[src/rtl/gate_arbiter.sv]
// gate_arbiter: two-requester round-robin arbiter feeding a registered bitwise logic unit.
// Optional per-requester grant counters are built only when GATE_ARB_STATS_EN is defined.
module gate_arbiter #(
  parameter int WIDTH = 8
) (
  input  logic             clk,
  input  logic             rst_n,
  input  logic             req0_valid,
  input  logic [2:0]       req0_op,
  input  logic [WIDTH-1:0] req0_a,
  input  logic [WIDTH-1:0] req0_b,
  output logic             req0_ready,
  input  logic             req1_valid,
  input  logic [2:0]       req1_op,
  input  logic [WIDTH-1:0] req1_a,
  input  logic [WIDTH-1:0] req1_b,
  output logic             req1_ready,
  output logic             rsp_valid,
  output logic             rsp_id,
  output logic [WIDTH-1:0] rsp_data,
  input  logic             rsp_ready,
  output logic [15:0]      grant_cnt0,
  output logic [15:0]      grant_cnt1
);
  typedef enum logic {IDLE, HOLD} state_t;
  state_t state_q, state_d;
  logic last_q, last_d, id_q, id_d;
  logic [WIDTH-1:0] data_q, data_d, a, b, res;
  logic [2:0] op;
  logic accept, gnt1, fire;
  // rst_n gates accept so no ready is visible while reset is held
  assign accept = rst_n & ((state_q == IDLE) | rsp_ready);
  assign gnt1 = req1_valid & (~req0_valid | ~last_q);
  assign req0_ready = accept & req0_valid & ~gnt1;
  assign req1_ready = accept & req1_valid & gnt1;
  assign fire = req0_ready | req1_ready;
  assign op = gnt1 ? req1_op : req0_op;
  assign a = gnt1 ? req1_a : req0_a;
  assign b = gnt1 ? req1_b : req0_b;
  always_comb begin
    res = '0;
    case (op)
      3'd0: res = a & b;
      3'd1: res = a | b;
      3'd2: res = ~(a & b);
      3'd3: res = ~(a | b);
      3'd4: res = a ^ b;
      3'd5: res = ~(a ^ b);
      3'd6: res = ~a;
      3'd7: res = ~b;
      default: res = '0;
    endcase
  end
  always_comb begin
    state_d = state_q;
    last_d = last_q;
    id_d = id_q;
    data_d = data_q;
    if (fire) begin
      state_d = HOLD;
      last_d = gnt1;
      id_d = gnt1;
      data_d = res;
    end else if (rsp_ready) begin
      state_d = IDLE;
    end
  end
  always_ff @(posedge clk or negedge rst_n) begin
    if (!rst_n) begin
      state_q <= IDLE;
      last_q <= 1'b1;
      id_q <= 1'b0;
      data_q <= '0;
    end else begin
      state_q <= state_d;
      last_q <= last_d;
      id_q <= id_d;
      data_q <= data_d;
    end
  end
  assign rsp_valid = (state_q == HOLD);
  assign rsp_id = id_q;
  assign rsp_data = data_q;
`ifdef GATE_ARB_STATS_EN
  logic [15:0] cnt0_q, cnt1_q;
  always_ff @(posedge clk or negedge rst_n) begin
    if (!rst_n) begin
      cnt0_q <= '0;
      cnt1_q <= '0;
    end else begin
      if (req0_ready && cnt0_q != 16'hFFFF) cnt0_q <= cnt0_q + 16'd1;
      if (req1_ready && cnt1_q != 16'hFFFF) cnt1_q <= cnt1_q + 16'd1;
    end
  end
  assign grant_cnt0 = cnt0_q;
  assign grant_cnt1 = cnt1_q;
`else
  assign grant_cnt0 = '0;
  assign grant_cnt1 = '0;
`endif
endmodule

[config.mk]
export PLATFORM = sky130hd
export DESIGN_NAME = gate_arbiter
export DESIGN_NICKNAME = d
export VERILOG_FILES = /design/src/rtl/gate_arbiter.sv
export SDC_FILE = /design/constraint.sdc
export NUM_CORES = 1
export LEC_CHECK = 0
export CAP_MARGIN = 20
export CORE_UTILIZATION = 48
export CTS_CLUSTER_DIAMETER = 40
export DETAILED_ROUTE_END_ITERATION = 16
export PLACE_DENSITY = 0.88
export RECOVER_POWER = 50
export SETUP_SLACK_MARGIN = 0.3
export SLEW_MARGIN = 15
export SYNTH_ARGS = -nofsm -noshare
export SYNTH_HDL_FRONTEND = slang
export SYNTH_SLANG_ARGS = --single-unit
[constraint.sdc]
create_clock -name clk -period 4.21 [get_ports clk]
set_input_delay 0.6315 -clock clk [delete_from_list [all_inputs] [get_ports clk]]
set_output_delay 0.6315 -clock clk [all_outputs]
set_load 0.05 [all_outputs]
# Word level (Yosys, flattened, before mapping)
# Cells that the tools add are included.
[word_totals]
out_inout_bits = 44
latchBits = 0
mem_bits_ro = 0
reg_bits = 11
memories = 0
ramBits = 0
inputBits = 43
[classes]
n_shift = 0
n_reduce_logical = 2
div_mod_pow = 0
n_mux = 6
eq_ne = 7
add_sub_neg = 0
mul = 0
n_lt_le_gt_ge = 0
bitwise = 21
[ops]
columns = ["cell", "n"]
rows = [
  ["8-bit case mux with 8 select lines", 1],
  ["8-bit inverter", 5],
  ["8-bit 2-to-1 mux", 2],
  ["3-bit == test, second input constant", 4],
  ["8-bit bitwise AND", 1],
  ["8-bit OR", 1],
  ["8-bit XOR", 1],
  ["1-bit bitwise AND", 6],
  ["3-bit by 2-bit == test with 1-bit output, second input constant", 2],
  ["1-bit inverter", 4],
  ["3-bit by 1-bit == test with 1-bit output, second input constant", 1],
  ["3-bit logical NOT", 1],
  ["3-bit 2-to-1 mux", 1],
  ["1-bit OR", 3],
  ["1-bit 2-to-1 mux", 2],
  ["2-bit nonzero test", 1],
]

# Logic depth before layout (Yosys ltp)
# Gate-level depths: netlist (run 1).
[logic_depth]
word_depth = 7
mapped_depth = 11
mapped_depth_nobuf = 8

# Least setup slack after synthesis (run 1)
# No wires, ideal clock.
[synth_path]
path_type = "in2reg"
start = "input req1_valid"
end = "register data_q[6], in the netlist rsp_data[6]"
path_slack_ns = 1.538
n_path_buf = 3
cell_stages = 10
t_arrival_ns = 2.578
cell_sequence = "a21boi_2 -> buf_6 -> buf_4 -> buf_2 -> mux2i_1 -> ha_1 -> nor4b_1 -> a21oi_1 -> a32o_1 -> a221oi_2"
[synth_via]
elab_chain_cells = 5
[synth_rtl]
columns = ["item", "line_no", "source"]
rows = [
  ["from (decl)", "13", "input logic req1_valid,"],
  ["1-bit bitwise AND", "33", "assign gnt1 = req1_valid & (~req0_valid | ~last_q);"],
  ["8-bit 2-to-1 mux, on equally long branches", "38, 39", ""],
  ["8-bit XOR, or another cell as far along", "47, 48", ""],
  ["8-bit inverter, on equally long branches", "48, 45, 46", ""],
  ["8-bit case mux with 8 select lines", "42", "case (op)"],
  ["to (signal assigned)", "78", "data_q <= data_d;"],
  ["to (decl)", "28", "logic [WIDTH-1:0] data_q, data_d, a, b, res;"],
]
# Parallel ways exist; a longest one is shown, timed or not.
# A chain may end at the register's enable or synchronous reset.

# Worst setup path after layout (run 1)
[layout_path]
start = "input rst_n"
end = "output req1_ready"
[layout_via]
elab_chain_cells = 3
[layout_rtl]
columns = ["item", "line_no", "source"]
rows = [
  ["from (decl)", "7", "input logic rst_n,"],
  ["1-bit bitwise AND", "32", "assign accept = rst_n & ((state_q == IDLE) | rsp_ready);"],
  ["1-bit bitwise AND (2 in series)", "35", "assign req1_ready = accept & req1_valid & gnt1;"],
  ["to (decl)", "17", "output logic req1_ready,"],
]
# Every way passes these cells.

==> results of run 1 <==
-- final timing paths --
kind / to / startpoint / cells after the start
max: req1_ready / rst_n / 5
min: rsp_id / rsp_id / 1
max reg2reg: rsp_data[6] / last_q / 8
min reg2reg: rsp_id / rsp_id / 1
max in group asynchronous: last_q / rst_n / 2
min in group asynchronous: rsp_data[1] / rst_n / 1
-- area by class of cell --
| cell class | instances | area share, % |
|---|---|---|
| multi-input combinational | 222 | 59.8 |
| timing repair buffer | 57 | 22.1 |
| sequential | 11 | 10.8 |
| inverter | 21 | 3.09 |
| tap | 50 | 2.45 |
| clock buffer | 4 | 1.77 |
-- logic make-up (layout without fill, tap and decap cells) --
kind of cell	after synthesis	in the layout
flip-flops	11	11
XOR/XNOR	2	2
adder cells (fa/ha/maj)	15	15
multiplexers	21	21
AND/OR/NAND/NOR	112	112
other	1	32
buffers and inverters	66	82
AO/OA/AOI/OAI	40	40
-- through the flow --
stage	instances	utilization (%)	hold WS [ns]	worst slack, ns	total power, mW
after global routing	365	62.4	0.513	0.815	0.832
after global placement	361	61.3	0.462	1.03	0.661
after floorplan	299	-	0.336	1.54	0.557
after CTS	365	62.4	0.479	0.971	0.789
after detailed placement	361	61.3	0.466	0.989	0.673
final	365	62.4	0.474	0.941	0.786
-- sequential cells by signal (all words and copies together), names as in the netlist --
name	count
rsp_data	8
rsp_valid	1
rsp_id	1
last_q	1
-- power by group --
group,leakage [nW],switching [mW],total [mW],internal [mW]
clock network,0.0228,0.0482,0.115,0.0670
logic,0.980,0.328,0.517,0.189
registers,0.124,0.0186,0.154,0.135
-- per-layer routing --
metal	up-vias	global-route usage [%]	wire length, um
li1	968	-	-
met2	100	44.2	2640
met4	0	7.81	49
met1	926	28.3	2160
met3	6	3.00	449
met5	-	0	0
-- critical path, cell delays in order --
cell and delay, ns:
sky130_fd_sc_hd__dlygate4sd3_1 0.69, sky130_fd_sc_hd__buf_4 0.25, sky130_fd_sc_hd__nand2_1 0.09, sky130_fd_sc_hd__nor2_1 0.15
sky130_fd_sc_hd__clkdlybuf4s50_1 0.83
-- placed cells by master, fill, tap and decap left out, types with 2 or more instances in the layout --
master / netlist / final
sky130_fd_sc_hd__nand3_1: 6 / 6
sky130_fd_sc_hd__clkdlybuf4s50_1: 0 / 49
sky130_fd_sc_hd__nor2_1: 21 / 21
sky130_fd_sc_hd__xor2_1: 2 / 2
sky130_fd_sc_hd__nand3b_1: 4 / 4
sky130_fd_sc_hd__and2_1: 7 / 7
sky130_fd_sc_hd__mux2i_1: 3 / 3
sky130_fd_sc_hd__o22ai_1: 14 / 14
sky130_fd_sc_hd__nor3_1: 8 / 8
sky130_fd_sc_hd__a221oi_2: 8 / 8
sky130_fd_sc_hd__nor4_1: 2 / 2
sky130_fd_sc_hd__nand2_1: 49 / 49
sky130_fd_sc_hd__o211ai_1: 2 / 2
sky130_fd_sc_hd__clkbuf_8: 0 / 3
sky130_fd_sc_hd__mux2_2: 14 / 14
sky130_fd_sc_hd__nor3b_1: 4 / 4
sky130_fd_sc_hd__a21oi_1: 2 / 2
sky130_fd_sc_hd__mux2i_4: 2 / 2
sky130_fd_sc_hd__nand4_1: 2 / 2
sky130_fd_sc_hd__dfrtp_1: 10 / 10
sky130_fd_sc_hd__conb_1: 1 / 32
sky130_fd_sc_hd__dlygate4sd3_1: 0 / 5
sky130_fd_sc_hd__ha_1: 15 / 15
sky130_fd_sc_hd__buf_4: 37 / 3
sky130_fd_sc_hd__o221a_2: 7 / 7
sky130_fd_sc_hd__inv_1: 21 / 21
==> results.yml, run 1 <==
route:
  drt_first_iter_violations: 121
  wl_um: 5300
  routed-via-count: 2000
  postRouteAntennaNets: 0
  detail_route.vias_per_cell: 5.48
  detailedRoute.firstPassIterationCount: 4
  wl_per_cell_um: 14.5
  post_route_drc: 0
power_and_ir_drop:
  p_leak_nw: 1.13
  max-vdd-ir-drop_uv: 129
  power_per_cell_area_nw_per_um2: 308
synth:
  synth-warning-count: 0
  post_synth_num_cell_types: 44
  largest_family_of_logic_cells_by_synthesized_area: "simple AND/OR/NAND/NOR gates"
  syn_inst: 268
  fraction_of_the_mapped_netlist_area_in_compound_gates_pct: 17.8
  synth_simple_gate_area_share_pct: 26.8
  synth_largest_area_cell: "sky130_fd_sc_hd__buf_4"
  synth-main-ff-cell: "sky130_fd_sc_hd__dfrtp_1"
  xor_xnor_fraction_of_synth_area_pct: 0.834
  yosysMostFrequentCell: "sky130_fd_sc_hd__nand2_1"
  synth_mux_area_share_pct: 12.5
  synth_sequential_area_ratio_pct: 13.2
  synthAdderAreaFrac_pct: 8.94
  syn_area_per_cell_um2: 7.83
  ys_async_sr_fraction_pct: 100
  synth_edf_count: 0
  netlist_top_cells_count: "sky130_fd_sc_hd__nand2_1 (49), sky130_fd_sc_hd__buf_4 (37), sky130_fd_sc_hd__inv_1 (21), sky130_fd_sc_hd__nor2_1 (21), sky130_fd_sc_hd__ha_1 (15)"
  synthTopCellsByArea: "sky130_fd_sc_hd__buf_4 (13%), sky130_fd_sc_hd__dfrtp_1 (12%), sky130_fd_sc_hd__ha_1 (8.9%)"
  ffs_latches_synth: 11
  syn_std_cell_area_um2: 2100
  synth_top_area_share_pct: 13.2
placed_design:
  number_of_i_o_port_buffers: 54
  dpl_cell_area_um2: 2500
  dp_hpwl_um: 3960
  place_congestion: 0.882
final_layout:
  final_area_um2: 2550
  synthToLayoutAreaGrowth_pct: 21.5
  antennaDiodeCount: 0
  nFillCells: 370
  seq_area_um2: 277
  nNetsFinal: 374
  final_layout_size_suffix_gt1_share_pct: 15.2
  multiInputGateArea_um2: 1520
timing:
  timing.max_slew.rel_slack_pct: 49.3
  final.period_utilization_pct: 77.7
  rsz0062_at_grt: "no"
  slew_violations: 0
  timing_hold_violations_final: 0
  timing_worst_slew_pin_value_ns: 0.758
  fin_setup_tns_ns: 0
  clock_skew_ns: 0.00436
  timing.fmax_mhz: 306
  timing.final.crit_period_ns: 3.27
  setup_violations: 0
global_routing:
  grt_use_total_pct: 24.0
  grt_start_max_net_pins: 26
  wire_length_of_the_first_global_routing_pass_um: 8400
  grt_overflow_total: 0
  grt_pass1_vias: 1887
  antenna_found_initial: 0
clock_network:
  cts_hold_buf: 0
  clk-insertion-delay-late_ns: 0.25
  ctsHtreeMaxLevel: 1
  clk_sink_count: 11
  cts_tree: "built"
  cts.path.max_buffers: 2
  post_cts.repair.setup_buffers: 0
  clockRootBuffer: "sky130_fd_sc_hd__clkbuf_8"
  post_cts_resized: 0
  cts_inserted_buffers: 3
  clk_pin_slew_ns: 0.06
worst_setup_path:
  crit_path_max_fanout: 9
  timing.critical_path.required_ns: 3.58
  worst-endpoint-arrival_ns: 2.64
  setup_slack_of_the_worst_register_to_register_path_ns: 1.71
  critical_path.startpoint_type: "primary input"
  worstSetupEndpointType: "output port"
  timing_worst_setup_path_type: "in2out"
min_path:
  worst_hold_path_type: "reg2reg"
run:
  max_cap_viol_count: 0
floorplan:
  initial_core_utilization_pct: 51.4
  die_area_um2: 4640
  ios: 87
  fp-row-count: 23
  die_w_um: 68.1
  floorplan.core_area_um2: 4090
  die-height_um: 68.1
run_status:
  run_status: "finished, final reports clean"
No activity file was read; power rests on OpenSTA's default activity.
==> inputs of run 2 (changes only) <==
- CORE_UTILIZATION: 48 -> 40
- PLACE_DENSITY: 0.88 -> 0.79
- clock period: 4.21 -> 2.8 ns (I/O delays scaled with it)
==> results.yml, run 2 (synthesis gave the netlist of run 1 again) <==
timing:
  setup_violations: 0
  timing.max_slew.rel_slack_pct: 46.8
  timing.fmax_mhz: 406
  final.period_utilization_pct: 88.0
  timing_worst_slew_pin_value_ns: 0.799
  fin_setup_tns_ns: 0
  timing.final.crit_period_ns: 2.46
  clock_skew_ns: 0.00488
  slew_violations: 0
  timing_hold_violations_final: 0
  rsz0062_at_grt: "no"
final_layout:
  synthToLayoutAreaGrowth_pct: 25.3
  final_area_um2: 2630
  max_reg_flops: 8
  commonest_cells_after_routing_fill_and_taps_aside: "sky130_fd_sc_hd__nand2_1 (49), sky130_fd_sc_hd__clkdlybuf4s50_1 (47), sky130_fd_sc_hd__conb_1 (32)"
  layout.core_utilization_pct: 51.8
  nNetsFinal: 381
  nFillCells: 494
  instances_no_fill: 392
  antennaDiodeCount: 0
  final_layout_size_suffix_gt1_share_pct: 17.7
  multiInputGateArea_um2: 1520
  seq_area_um2: 277
  mostFrequentLayoutCell: "sky130_fd_sc_hd__nand2_1"
clock_network:
  clk_sink_count: 11
  cts.path.max_buffers: 2
  clk_pin_slew_ns: 0.06
  ctsHtreeMaxLevel: 1
  clockRootBuffer: "sky130_fd_sc_hd__clkbuf_8"
  cts_tree: "built"
  clk-insertion-delay-late_ns: 0.24
  cts_inserted_buffers: 3
worst_setup_path:
  path_cells: "dlygate4sd3_1 -> a21bo_2 -> buf_4 -> nand2_1 -> and2_1 -> inv_1 -> ha_1 -> nor2_1 -> o221a_2 -> a221oi_2"
  crit-reg2reg-launch: "last_q"
  crit_slowest_cell: "sky130_fd_sc_hd__dlygate4sd3_1"
  setup_slack_of_the_worst_register_to_register_path_ns: 0.69
  reg2regPathDepth: 8
  timing_worst_setup_path_type: "in2reg"
  worstSetupEndpointType: "flip-flop"
  worst_setup_path_startpoint: "req1_valid"
  rr_endpoint: "rsp_data[0]"
  critical_path.startpoint_type: "primary input"
  crit_path_max_fanout: 11
  critical_path.max_stage_delay_ns: 0.59
  timing.critical_path.required_ns: 2.95
  worst-endpoint-arrival_ns: 2.61
floorplan:
  initial_core_utilization_pct: 41.4
  floorplan.core_area_um2: 5070
  die-height_um: 74.5
  die_w_um: 74.5
  die_area_um2: 5540
  ios: 87
  fp-row-count: 26
route:
  detail_route.vias_per_cell: 5.13
  wl_per_cell_um: 13.4
  post_route_drc: 0
  wl_um: 5240
  drt_first_iter_violations: 120
  postRouteAntennaNets: 0
  routed-via-count: 2010
  detailedRoute.firstPassIterationCount: 4
placed_design:
  number_of_i_o_port_buffers: 54
  dpl_cell_area_um2: 2590
  dp_hpwl_um: 4080
  place_congestion: 0.924
  number_of_placed_cells_counting_well_taps: 388
power_and_ir_drop:
  power_per_cell_area_nw_per_um2: 451
  max-vdd-ir-drop_uv: 186
  p_leak_nw: 1.16
  design_power_total_mw: 1.19
min_path:
  worst_hold_path_type: "reg2reg"
  launch_instance_of_the_worst_min_delay_path: "rsp_id"
  holdPathStages: 1
  worst_hold_path_endpoint: "rsp_id"
run:
  max_cap_viol_count: 0
global_routing:
  grt_start_max_net_pins: 18
  wire_length_of_the_first_global_routing_pass_um: 8680
  grt_overflow_total: 0
  grt_use_total_pct: 19.9
  antenna_found_initial: 0
  grt_pass1_vias: 1924
run_status:
  run_status: "finished, final reports clean"
==> run 2: layout make-up <==
type | instances | area share [%]
Multi-Input combinational cell | 222 | 57.9
Timing Repair Buffer | 64 | 23.5
Sequential cell | 11 | 10.5
Tap cell | 70 | 3.33
Inverter | 21 | 3.00
Clock buffer | 4 | 1.71
==> run 2: how the worst max path moves through the flow <==
stage,end,cells after the start
after floorplan,rsp_data[6],10
after global placement,rsp_data[5],10
after detailed placement,rsp_data[5],10
after CTS,rsp_data[5],10
after global routing,rsp_data[0],9
final,rsp_data[5],10
==> run 2: repair_timing <==
action	4_1_cts	5_1_grt
setup endpoints to repair	0	1
hold endpoints to repair	0	0
gates resized for setup	0	1
hold buffers	0	0
setup buffers	0	0
==> run 2: through the flow <==
| stage | setup WS (ns) | hold slack, ns |
|---|---|---|
| CTS | 0.419 | 0.432 |
| floorplan | 0.340 | 0.124 |
| detailed placement | 0.186 | 0.469 |
| finish | 0.336 | 0.487 |
| global route | 0.212 | 0.514 |
| global placement | 0.236 | 0.472 |
==> run 2: metal layers <==
layer	up-vias	GRT usage [%]	wire length [um]
li1	973	-	-
met1	949	26.7	2260
met2	84	34.5	2570
met3	4	1.63	368
met4	0	4.40	44
met5	-	0	0
==> run 2: worst max-delay path: cells and delay by family <==
family | cells | cell delay, ns
AO/OA/AOI/OAI | 3 | 0.78
AND/OR/NAND/NOR | 3 | 0.27
adder cells (fa/ha/maj) | 1 | 0.30
buffers and inverters | 3 | 0.82
==> run 2: report_power, final <==
part | switching (mW) | internal, mW
registers | 0.0272 | 0.204
logic | 0.495 | 0.295
clock network | 0.0664 | 0.100
total | 0.589 | 0.599
==> inputs of run 3 (changes only) <==
- CELL_PAD_IN_SITES_DETAIL_PLACEMENT: not set -> 1
- CELL_PAD_IN_SITES_GLOBAL_PLACEMENT: not set -> 2
- CORE_UTILIZATION: 40 -> 21
- PLACE_DENSITY: 0.79 -> not set
- PLACE_DENSITY_LB_ADDON: not set -> 0.1
==> results.yml, run 3 (synthesis gave the netlist of run 1 again) <==
run_status:
  run_status: "finished, final reports clean"
timing:
  timing.final.crit_period_ns: 2.49
  timing_hold_violations_final: 0
  clock_skew_ns: 0.00246
  setup_violations: 0
  worst_hold_slack_ns: 0.478
  timing.max_slew.rel_slack_pct: 60.4
  rsz0062_at_grt: "yes"
  fin_setup_tns_ns: 0
  final.period_utilization_pct: 88.8
  worst_slack_ns: 0.313
  slew_violations: 0
  timing_worst_slew_pin_value_ns: 0.594
  timing.fmax_mhz: 402
final_layout:
  antennaDiodeCount: 0
  final_layout_size_suffix_gt1_share_pct: 20.5
  nNetsFinal: 390
  nFillCells: 1203
  mostFrequentLayoutCell: "sky130_fd_sc_hd__nand2_1"
  max_reg_flops: 8
  commonest_cells_after_routing_fill_and_taps_aside: "sky130_fd_sc_hd__nand2_1 (49), sky130_fd_sc_hd__clkdlybuf4s50_1 (47), sky130_fd_sc_hd__conb_1 (32)"
  instances_no_fill: 464
  synthToLayoutAreaGrowth_pct: 34.1
  final_area_um2: 2820
worst_setup_path:
  rr_endpoint: "rsp_data[1]"
  setup_slack_of_the_worst_register_to_register_path_ns: 0.59
  worst_setup_path_startpoint: "req1_valid"
  reg2regPathDepth: 8
  worstSetupEndpointType: "flip-flop"
  critical_path.startpoint_type: "primary input"
  worst-endpoint-arrival_ns: 2.64
  timing.critical_path.required_ns: 2.95
  crit_path_max_fanout: 12
  timing_worst_setup_path_type: "in2reg"
  crit-reg2reg-launch: "last_q"
placed_design:
  number_of_i_o_port_buffers: 54
  dp_hpwl_um: 5620
  number_of_placed_cells_counting_well_taps: 458
  dpl_cell_area_um2: 2730
  place_congestion: 0.730
  place_ws_ns: 0.124
floorplan:
  die-height_um: 102
  fp-row-count: 36
  initial_core_utilization_pct: 21.6
  die_w_um: 102
  floorplan.core_area_um2: 9730
  die_area_um2: 10400
  ios: 87
power_and_ir_drop:
  comb_power_share_pct: 67.4
  p_leak_nw: 1.22
  total_switching_power_uw: 614
  share_seq_of_total_power_pct: 19.0
  switching_share_pct: 49.7
  power_report.internal_total_uw: 621
  share_clk_of_total_power_pct: 13.6
  power_per_cell_area_nw_per_um2: 439
  max-vdd-ir-drop_uv: 134
global_routing:
  grt_overflow_total: 0
  grt_pass1_vias: 2057
  grt_start_max_net_pins: 18
  antenna_found_initial: 0
  wire_length_of_the_first_global_routing_pass_um: 11000
  grt_use_total_pct: 13.8
route:
  detail_route.vias_per_cell: 4.37
  wl_per_cell_um: 15.2
  postRouteAntennaNets: 0
  post_route_drc: 0
  wl_um: 7060
  drt_first_iter_violations: 115
  routed-via-count: 2029
  detailedRoute.firstPassIterationCount: 6
min_path:
  launch_instance_of_the_worst_min_delay_path: "rsp_id"
  holdPathStages: 1
  worst_hold_path_endpoint: "rsp_id"
  worst_hold_path_type: "reg2reg"
clock_network:
  cts_inserted_buffers: 3
  clk_sink_count: 11
  ctsHtreeMaxLevel: 1
  clk_pin_slew_ns: 0.06
  cts_tree: "built"
  clockRootBuffer: "sky130_fd_sc_hd__clkbuf_8"
  clk-insertion-delay-late_ns: 0.24
  cts.path.max_buffers: 2
run:
  max_cap_viol_count: 0
[run 3: layer usage]
| layer | vias to the layer above | GRT usage (%) | part of all wire, % |
|---|---|---|---|
| met3 | 6 | 1.16 | 3.9 |
| met4 | 0 | 2.53 | 0.68 |
| met1 | 966 | 19.6 | 50 |
| met2 | 57 | 22.9 | 45 |
| li1 | 1000 | - | - |
| met5 | - | 0 | 0 |
[run 3: area by class of cell]
cell class	count	area (um2)	area share [%]
Sequential cell	11	277	9.82
Multi-Input combinational cell	222	1530	54.4
Clock buffer	4	45.0	1.60
Tap cell	133	166	5.91
Timing Repair Buffer	73	716	25.4
Inverter	21	78.8	2.80
[run 3: timing repair]
action                     4_1_cts  5_1_grt
setup endpoints to repair        0        5
setup buffers                    0        2
gates resized for setup          0        2
hold buffers                     0        0
[run 3: stage by stage]
step,util [%],power (mW)
floorplan,-,0.838
global placement,28.1,1.07
detailed placement,28.1,1.07
CTS,28.6,1.24
global route,28.9,1.32
finish,28.9,1.24
[run 3: critical path, cell delays in order]
cell and delay [ns]:
sky130_fd_sc_hd__dlygate4sd3_1 0.58, sky130_fd_sc_hd__a21bo_1 0.30, sky130_fd_sc_hd__buf_4 0.27, sky130_fd_sc_hd__nand2_1 0.08, sky130_fd_sc_hd__and2_1 0.17, sky130_fd_sc_hd__ha_1 0.31
sky130_fd_sc_hd__o22ai_1 0.17, sky130_fd_sc_hd__nor3_1 0.08, sky130_fd_sc_hd__a221oi_2 0.25
[run 3: how the worst max path moves through the flow]
stage / end / cells after the start
final: rsp_data[1] / 9
after global routing: rsp_data[1] / 9
after CTS: rsp_data[6] / 7
after detailed placement: rsp_data[6] / 7
after global placement: rsp_data[6] / 7
after floorplan: rsp_data[6] / 10
[run 3: power by group through the flow]
stage               clock, mW  sequential, mW  combinational [mW]
floorplan                   0           0.362               0.476
global route            0.178           0.240               0.898
finish                  0.168           0.234               0.833
global placement            0           0.239               0.830
detailed placement          0           0.240               0.829
CTS                     0.172           0.237               0.835
